===== config.mk =====
export PLATFORM = sky130hd
export DESIGN_NAME = instr_decode_queue
export DESIGN_NICKNAME = d
export VERILOG_FILES = /design/src/rtl/isa_pkg.sv /design/src/rtl/instr_field_split.sv /design/src/rtl/instr_decode_queue.sv
export SDC_FILE = /design/constraint.sdc
export NUM_CORES = 1
export LEC_CHECK = 0
export ABC_CLOCK_PERIOD_IN_PS = 2400
export BUFFER_PORTS_ARGS = -buffer_cell sky130_fd_sc_hd__buf_2
export CAP_MARGIN = 20
export CORE_UTILIZATION = 45
export DETAILED_ROUTE_END_ITERATION = 6
export PLACE_DENSITY = 0.66
export SLEW_MARGIN = 20
export SYNTH_ARGS = -nofsm -noshare
export SYNTH_HDL_FRONTEND = slang
export SYNTH_HIERARCHICAL = 1
export SYNTH_SLANG_ARGS = --single-unit

===== constraint.sdc =====
create_clock -name clk -period 2.4 [get_ports clk]
set_input_delay 0.36 -clock clk [delete_from_list [all_inputs] [get_ports clk]]
set_output_delay 0.36 -clock clk [all_outputs]
set_load 0.02 [all_outputs]

===== src/rtl/isa_pkg.sv =====
// Shared ISA definitions for the instruction decode path: default field widths,
// field positions and the opcode encoding used by the decode queue and the control unit.
package isa_pkg;

    localparam int INSTR_W = 8;
    localparam int OP_W    = 3;
    localparam int RS_W    = 2;

    // Field positions within a default-width instruction word (low field overlaps Rs)
    localparam int OP_MSB  = INSTR_W - 1;
    localparam int OP_LSB  = INSTR_W - OP_W;
    localparam int RS_MSB  = OP_LSB - 1;
    localparam int RS_LSB  = OP_LSB - RS_W;
    localparam int LOW_MSB = OP_LSB - 1;
    localparam int LOW_W   = OP_LSB;

    typedef enum logic [OP_W-1:0] {
        OP_LOAD  = 3'd0,
        OP_STORE = 3'd1,
        OP_ADD   = 3'd2,
        OP_SUB   = 3'd3,
        OP_AND   = 3'd4,
        OP_OR    = 3'd5,
        OP_BEQ   = 3'd6,
        OP_JMP   = 3'd7
    } opcode_e;

endpackage


===== src/rtl/instr_field_split.sv =====
// Combinational split of one instruction word into opcode, Rs and low field,
// plus extension of the low field back to the full word width.
module instr_field_split
    import isa_pkg::*;
#(
    parameter int INSTR_W  = isa_pkg::INSTR_W,
    parameter int OP_W     = isa_pkg::OP_W,
    parameter int RS_W     = isa_pkg::RS_W,
    parameter int SIGN_EXT = 0
) (
    input  logic [INSTR_W-1:0]      word,
    output logic [OP_W-1:0]         opcode,
    output logic [RS_W-1:0]         rs,
    output logic [INSTR_W-OP_W-1:0] low,
    output logic [INSTR_W-1:0]      imm_ext
);

    localparam int LW = INSTR_W - OP_W;

    logic fill_s;

    // Field extraction and extension; Rs is a sub-range of the low field
    always_comb begin
        opcode = word[INSTR_W-1 -: OP_W];
        rs     = word[LW-1 -: RS_W];
        low    = word[LW-1:0];
        if (SIGN_EXT != 0) begin
            fill_s = word[LW-1];
        end else begin
            fill_s = 1'b0;
        end
        imm_ext = {{OP_W{fill_s}}, word[LW-1:0]};
    end

endmodule


===== src/rtl/instr_decode_queue.sv =====
// DEPTH-entry instruction FIFO between fetch and control, with flush for branches;
// the head entry is decoded combinationally into its instruction fields.
module instr_decode_queue
    import isa_pkg::*;
#(
    parameter int INSTR_W  = isa_pkg::INSTR_W,
    parameter int OP_W     = isa_pkg::OP_W,
    parameter int RS_W     = isa_pkg::RS_W,
    parameter int DEPTH    = 4,
    parameter int SIGN_EXT = 0
) (
    input  logic                      clk,
    input  logic                      rst_n,
    input  logic                      in_valid,
    input  logic [INSTR_W-1:0]        in_instr,
    output logic                      in_ready,
    input  logic                      flush,
    output logic                      out_valid,
    input  logic                      out_ready,
    output logic [OP_W-1:0]           out_opcode,
    output logic [RS_W-1:0]           out_rs,
    output logic [INSTR_W-OP_W-1:0]   out_low,
    output logic [INSTR_W-1:0]        out_imm_ext,
    output logic [$clog2(DEPTH):0]    count
);

    localparam int PTR_W = $clog2(DEPTH);
    localparam int CNT_W = PTR_W + 1;

    if (OP_W + RS_W >= INSTR_W) begin : g_bad_widths
        $error("instr_decode_queue: OP_W + RS_W must be less than INSTR_W");
    end

    logic [INSTR_W-1:0] mem_r [DEPTH];
    logic [PTR_W-1:0]   wr_ptr_r;
    logic [PTR_W-1:0]   rd_ptr_r;
    logic [CNT_W-1:0]   count_r;
    logic [CNT_W-1:0]   count_next_s;
    logic               push_s;
    logic               pop_s;

    // Handshake qualification; flush wins over both directions
    always_comb begin
        in_ready  = (count_r != CNT_W'(DEPTH));
        out_valid = (count_r != {CNT_W{1'b0}});
        push_s    = in_valid && in_ready && !flush;
        pop_s     = out_valid && out_ready && !flush;
        count     = count_r;
    end

    // Occupancy update for the four push/pop combinations
    always_comb begin
        count_next_s = count_r;
        case ({push_s, pop_s})
            2'b10:   count_next_s = count_r + CNT_W'(1);
            2'b01:   count_next_s = count_r - CNT_W'(1);
            2'b11:   count_next_s = count_r;
            2'b00:   count_next_s = count_r;
            default: count_next_s = count_r;
        endcase
    end

    // Pointers and count; DEPTH is a power of two so pointers wrap naturally
    always_ff @(posedge clk or negedge rst_n) begin
        if (!rst_n) begin
            wr_ptr_r <= '0;
            rd_ptr_r <= '0;
            count_r  <= '0;
        end else if (flush) begin
            wr_ptr_r <= '0;
            rd_ptr_r <= '0;
            count_r  <= '0;
        end else begin
            if (push_s) begin
                wr_ptr_r <= wr_ptr_r + PTR_W'(1);
            end
            if (pop_s) begin
                rd_ptr_r <= rd_ptr_r + PTR_W'(1);
            end
            count_r <= count_next_s;
        end
    end

    // Instruction storage, cleared on reset so the decoded fields read as zero
    always_ff @(posedge clk or negedge rst_n) begin
        if (!rst_n) begin
            for (int i = 0; i < DEPTH; i++) begin
                mem_r[i] <= '0;
            end
        end else if (push_s) begin
            mem_r[wr_ptr_r] <= in_instr;
        end
    end

    instr_field_split #(
        .INSTR_W  (INSTR_W),
        .OP_W     (OP_W),
        .RS_W     (RS_W),
        .SIGN_EXT (SIGN_EXT)
    ) u_split (
        .word    (mem_r[rd_ptr_r]),
        .opcode  (out_opcode),
        .rs      (out_rs),
        .low     (out_low),
        .imm_ext (out_imm_ext)
    );

endmodule


==> results of run 1 <==
==> worst max-delay path: cells and delay by family, from the launching register on <==
family	cells	cell delay, ns
and+or+nand+nor	2	0.51
xor gates and xnor gates	1	0.15
adders and majority gates	2	0.61
DFF	1	0.47
AOI/OAI and AO/OA	2	0.46
==> area by class of cell <==
cell class	instances	area, um2
inverters	2	7.51
well taps	52	65.1
repair buffers	36	190
flip-flops and latches	39	976
clock inverters	1	5.00
fillers	381	2140
clock buffers	7	76.3
multi-input cells	78	898
==> cell families after synthesis <==
logic type      count (synthesis)
xor+xnor                        4
mux                            42
compound gates                  5
flops                          39
fa+ha+maj                       6
buf+inv                        26
other cells                     1
simple gates                   18
==> path summary, 6_finish.rpt <==
| kind | to | slack (ns) | cells past startpoint |
|---|---|---|---|
| setup / recovery | count[2]$_DFFE_PN0P_ | 0.14 | 7 |
| hold / removal | mem_r[19]$_DFFE_PN0P_ | 0.18 | 1 |
| setup reg to reg | count[2]$_DFFE_PN0P_ | 0.14 | 7 |
| hold reg to reg | mem_r[0]$_DFFE_PN0P_ | 0.51 | 1 |
| max in group asynchronous | mem_r[21]$_DFFE_PN0P_ | 1.68 | 1 |
| min in group clk | mem_r[28]$_DFFE_PN0P_ | 0.35 | 2 |
==> sequential cells by signal, indices dropped and copies added, names as in the netlist <==
name	cells
wr_ptr_r	2
rd_ptr_r	2
count	3
mem_r	32
==> layer usage <==
layer	up-vias	part of all wire	global-route usage
met5	-	0	0
met3	4	0.041	0.0465
met2	28	0.52	0.297
li1	519	-	-
met1	597	0.43	0.214
met4	0	0.0062	0.0499
==> power by group through the flow <==
stage / logic (mW) / registers, mW / clock network [mW]
floorplan: 0.656 / 0.923 / 0
global placement: 0.678 / 0.935 / 0
detailed placement: 0.702 / 0.958 / 0
CTS: 0.703 / 0.948 / 0.431
global route: 0.749 / 0.974 / 0.457
finish: 0.695 / 0.950 / 0.417
==> placed cells by master, fill, tap and decap left out <==
cell      instances
o31ai_2           1
xor2_1            3
nor2_1            7
o21ai_0           1
dfrtp_1          39
nand2_1           1
nor2b_1           1
mux2_4           16
fa_1              1
conb_1            3
a21oi_1           1
ha_1              5
o311ai_0          1
nand3_2           2
nand4b_1          1
buf_2            32
or3_2             2
and3_1            2
mux2_2           17
buf_4             4
xnor2_1           1
inv_1             2
clkbuf_8          5
and2_2            1
clkbuf_1          2
mux2i_1           1
or3b_1            1
o31ai_1           1
mux4_2            8
clkinv_2          1
==> timing repair <==
item                                    in CTS  in global routing
endpoints found under the hold margin        0                  0
resized for setup                            0                  1
setup buffers                                0                  0
endpoints found under the setup margin       0                  1
hold buffers                                 0                  0
==> flow_summary.ini, run 1 <==
[detailed_routing]
firstDrtPassIters = 6
via_per_inst = 5.34
vias = 1148
drcViolationCount = 0
ant_nets = 0
drt_wl_total_um = 3690
detail_route.iter0.violations = 30
post_drt_wl_per_cell_um = 17.2

[layout]
layout_cell_share_with_drive_strength_beyond_1 = 0.546
final_core_utilization = 0.509
post_route_cell_area_mm2 = 0.00222
antenna_cells_inserted = 0
synthToLayoutAreaGrowth_pct = 8.18
final_cell_count_no_fill = 215
nNetsFinal = 181

[timing]
postLayoutSetupSlackWorst_ns = 0.137
finalMaxSlewViolations = 0
minimum_period_implied_by_the_final_worst_setup_slack_ns = 2.26
fmaxAchievable_mhz = 442
slew-limit-headroom = 0.431
min_period_over_period = 0.943
hold_viol = 0
worst_pin_slew_ns = 0.853
setup_violations = 0
rsz0062_at_grt = false
fin_setup_tns_ns = 0
clock-skew-final_ns = 0.00528
hold_ws_ns = 0.183

[floorplan]
num_io_pins = 36
die_height_um = 69.5
dieArea_mm2 = 0.00483
num_rows = 24
start_util = 0.471
core_mm2 = 0.00435
fp.dieW_um = 69.5

[synthesis]
ys_dominant_reg_cell = dfrtp_1
post_synth_xor_area_fraction = 0.0171
postSynthRegisterBits = 39
postSynth.asyncResetShare = 1.00
synth-compound-area-share = 0.0165
synth_top_area_cell = dfrtp_1
synth_adder_area_share = 0.0403
synth_simple_gate_area_frac = 0.0531
synth.yosys.seq_area_share = 0.476
avgSynthCellArea_um2 = 14.5
yosys-mux-area-fraction = 0.303
synth_top_family_by_area = multiplexers
post_synth_num_cell_types = 28
synth-edff-count = 0
post_synth_top_area_share = 0.476
synthMostInstantiatedCell = dfrtp_1
yosys-top-cells-count = dfrtp_1, buf_4, mux2_2
synthTopCellsByArea = dfrtp_1, mux2_4, mux2_2
syn_inst = 141
yosysWarningCount = 6
synthesis.area_mm2 = 0.00205

[clock_tree]
cts_inserted_buffers = 5
htreeDepth = 2
cts.clk_slew.worst_paths_ns = 0.07
cts.root.buffer_cell = clkbuf_8
tritoncts_num_sinks = 39
cts_max_path_buffers = 2
cts_tree = built
clock_latency_ns = 0.28

[placement]
placedCellCount = 207
place.port_buffers = 32
postPlaceCellArea_mm2 = 0.00213
dpl_worst_slack_ns = 0.111
place_hpwl_um = 2610
routabilityCongestion = 0.669

[global_routing]
grt.overflow.total = 0
grt_max_degree = 40
global_route_wire_length_before_repair_um = 6480
grt_antenna_before_repair = 0
globalRouteTotalUtil = 0.173
vias_in_the_first_global_route = 1274

[worst_setup_path]
chain_of_cells_forming_the_critical_path = o31ai_2 -> nor2_1 -> ha_1 -> fa_1 -> xnor2_1 -> or3_2 -> a21oi_1
crit_type = flip-flop to flip-flop
worst_setup_ep_type = flip-flop
path_max_fanout = 7
cp_slowest_cell = dfrtp_1
rr_startpoint = count[1]$_DFFE_PN0P_
worstPathArrival_ns = 2.48
critPathLaunch = count[1]$_DFFE_PN0P_
cpPeakStageDelay_ns = 0.47
timing.critical_path.from_type = flip-flop
timing.critical_path.required_ns = 2.61

[pwr]
p_comb_frac = 0.337
net-switching-power_mw = 0.647
power.ir.vdd_worst_mv = 0.439
power_frac_seq = 0.461
share_clk_of_total_power = 0.202
cell_internal_pwr_mw = 1.42
sum_of_internal_switching_and_leakage_power_mw = 2.06
leakage_nw = 1.06
power_per_cell_area_mw_per_mm2 = 929
power.switching_fraction = 0.314

[min_path]
path_type_of_the_worst_min_delay_path = input pin to asynchronous set/reset pin

[outcome]
status = completed

[flow_run]
maxCapViolCount = 0
No activity file was read; power rests on OpenSTA's default activity.
==> run 2: changes to the inputs <==
--- a/config.mk
+++ b/config.mk
@@ -5,6 +5,7 @@
 export SDC_FILE = /design/constraint.sdc
 export NUM_CORES = 1
 export LEC_CHECK = 0
+export ABC_AREA = 1
 export ABC_CLOCK_PERIOD_IN_PS = 2400
 export BUFFER_PORTS_ARGS = -buffer_cell sky130_fd_sc_hd__buf_2
 export CAP_MARGIN = 20
==> run 2 against run 1 <==
- cell count is 56% higher
- critical path depth is 6 higher
- worst hold slack better by 0.010 ns
- critical path type unchanged
- fmax is 9.3% higher
- die area is 6.7% higher
- core utilization is 1.7 points lower
- sequential power is 5% higher
==> flow_summary.ini, run 2 <==
[clock_tree]
cts_hold_buffers = 0
cts_inserted_buffers = 5
cts.clk_slew.worst_paths_ns = 0.09
post_cts_resize_count = 0
htreeDepth = 2
cts_max_path_buffers = 2
cts_tree = built
cts.root.buffer_cell = clkbuf_8
clock_latency_ns = 0.30
cts_setup_buffers = 0
tritoncts_num_sinks = 39

[timing]
fmaxAchievable_mhz = 483
finalMaxSlewViolations = 0
minimum_period_implied_by_the_final_worst_setup_slack_ns = 2.07
clock-skew-final_ns = 0.0105
setup_violations = 0
hold_viol = 0
min_period_over_period = 0.863
fin_setup_tns_ns = 0
rsz0062_at_grt = false
slew-limit-headroom = 0.399
worst_pin_slew_ns = 0.901

[synthesis]
post_synth_top_area_share = 0.445
synth-edff-count = 0
postSynth.asyncResetShare = 1.00
syn_inst = 265
yosysWarningCount = 6
synth_top_area_cell = dfrtp_1
synthesis.area_mm2 = 0.00219
ys_dominant_reg_cell = dfrtp_1
yosys-top-cells-count = nand2_1, dfrtp_1, nand4_1
avgSynthCellArea_um2 = 8.27
synthTopCellsByArea = dfrtp_1, nand2_1, nand4_1
post_synth_num_cell_types = 23
synth.yosys.seq_area_share = 0.445
synthMostInstantiatedCell = nand2_1
postSynthRegisterBits = 39

[layout]
commonest_cells_after_routing_fill_and_taps_aside = nand2_1, dfrtp_1, nand4_1
nNetsFinal = 299
largest_reg_flops = 32
layout_commonest_cell = nand2_1
post_route_cell_area_mm2 = 0.00231
fillers = 460
layout_cell_share_with_drive_strength_beyond_1 = 0.181
synthToLayoutAreaGrowth_pct = 5.48
register_name_with_the_most_flops = mem_r
antenna_cells_inserted = 0

[placement]
place_hpwl_um = 3130
postPlaceCellArea_mm2 = 0.00223
place.port_buffers = 32
routabilityCongestion = 0.785

[pwr]
power_per_cell_area_mw_per_mm2 = 1000
power_frac_seq = 0.434
cell_internal_pwr_mw = 1.38
power.ir.vdd_worst_mv = 0.451
p_comb_frac = 0.374
share_clk_of_total_power = 0.192
leakage_nw = 1.24
net-switching-power_mw = 0.939
power.switching_fraction = 0.405

[global_routing]
grt.overflow.total = 0
vias_in_the_first_global_route = 1721
global_route_wire_length_before_repair_um = 8360
globalRouteTotalUtil = 0.215
grt_antenna_before_repair = 0
grt_max_degree = 40

[detailed_routing]
vias = 1796
post_drt_wl_per_cell_um = 15.1
ant_nets = 0
via_per_inst = 5.36
drcViolationCount = 0
drt_wl_total_um = 5040
firstDrtPassIters = 4
detail_route.iter0.violations = 153

[worst_setup_path]
timing.critical_path.from_type = flip-flop
timing.critical_path.required_ns = 2.58
worstPathArrival_ns = 2.25
worst_setup_ep_type = flip-flop
path_max_fanout = 6
crit_type = flip-flop to flip-flop

[floorplan]
dieArea_mm2 = 0.00515
start_util = 0.467
fp.dieW_um = 71.8
num_io_pins = 36
die_height_um = 71.8
core_mm2 = 0.00469
num_rows = 25

[min_path]
path_type_of_the_worst_min_delay_path = input pin to asynchronous set/reset pin

[outcome]
status = completed

[flow_run]
maxCapViolCount = 0
-- run 2: logic make-up after synthesis --
family / Yosys count / synth area share
adders and majority gates: 6 / 0.0377
and+or+nand+nor: 142 / 0.295
buffers and inverters: 44 / 0.134
DFF: 39 / 0.445
AOI/OAI and AO/OA: 32 / 0.0828
other: 1 / 0.00171
xor gates and xnor gates: 1 / 0.00400
-- run 2: power by group through the flow --
stage	Clock [mW]	Sequential (mW)	Combinational [mW]
2_1_floorplan	0	0.994	0.797
3_3_place_gp	0	1.01	0.857
3_5_place_dp	0	1.01	0.867
4_1_cts	0.455	1.00	0.871
5_1_grt	0.483	1.03	0.977
6_report	0.444	1.00	0.866
-- run 2: path summary, 6_finish.rpt --
path / from / to / slack [ns] / depth (start not counted)
worst min-delay path: rst_n / mem_r[27]$_DFFE_PN0P_ / 0.19 / 1
worst min register to register: mem_r[14]$_DFFE_PN0P_ / mem_r[14]$_DFFE_PN0P_ / 0.48 / 2
min in group clk: out_ready / rd_ptr_r[1]$_DFFE_PN0P_ / 0.34 / 3
worst max-delay path: count[0]$_DFFE_PN0P_ / count[2]$_DFFE_PN0P_ / 0.33 / 13
worst max register to register: count[0]$_DFFE_PN0P_ / count[2]$_DFFE_PN0P_ / 0.33 / 13
max in group asynchronous: rst_n / mem_r[29]$_DFFE_PN0P_ / 1.65 / 1
-- run 2: layer usage --
layer  vias up  GRT usage  routed length (um)
li1        904          -                   -
met3         5     0.0422                 343
met5         -          0                   0
met4         0     0.0784                  49
met1       833      0.282                2340
met2        54      0.355                2310
-- run 2: per-stage QoR --
| stage | setup slack [ns] | hold WS, ns | power [mW] | util | std cells |
|---|---|---|---|---|---|
| 2_1_floorplan | 0.361 | 0.0644 | 1.79 | - | 267 |
| 3_3_place_gp | 0.460 | 0.457 | 1.87 | 0.475 | 327 |
| 3_5_place_dp | 0.341 | 0.460 | 1.88 | 0.475 | 327 |
| 4_1_cts | 0.340 | 0.222 | 2.33 | 0.493 | 335 |
| 5_1_grt | 0.146 | 0.249 | 2.49 | 0.493 | 335 |
| 6_report | 0.330 | 0.193 | 2.32 | 0.493 | 335 |
-- run 2: critical path, stage by stage (launching register included) --
cell and delay, ns:
dfrtp_1 0.47, nor2_4 0.09, nand2_4 0.08, nand2_1 0.05, nor2_1 0.19, inv_1 0.08
ha_1 0.24, fa_1 0.39, inv_1 0.07, nand2_1 0.06, nand3_1 0.06, nand2_1 0.05
nor2_1 0.08, nor2_1 0.04
-- run 2: final cells by class --
class | count | area (um2) | area share
sequential | 39 | 976 | 0.422
multi-input combinational | 184 | 930 | 0.402
timing repair buffer | 39 | 213 | 0.0920
clock buffer | 6 | 72.6 | 0.0314
tap | 54 | 67.6 | 0.0292
inverter | 11 | 41.3 | 0.0179
clock inverter | 2 | 12.5 | 0.00541
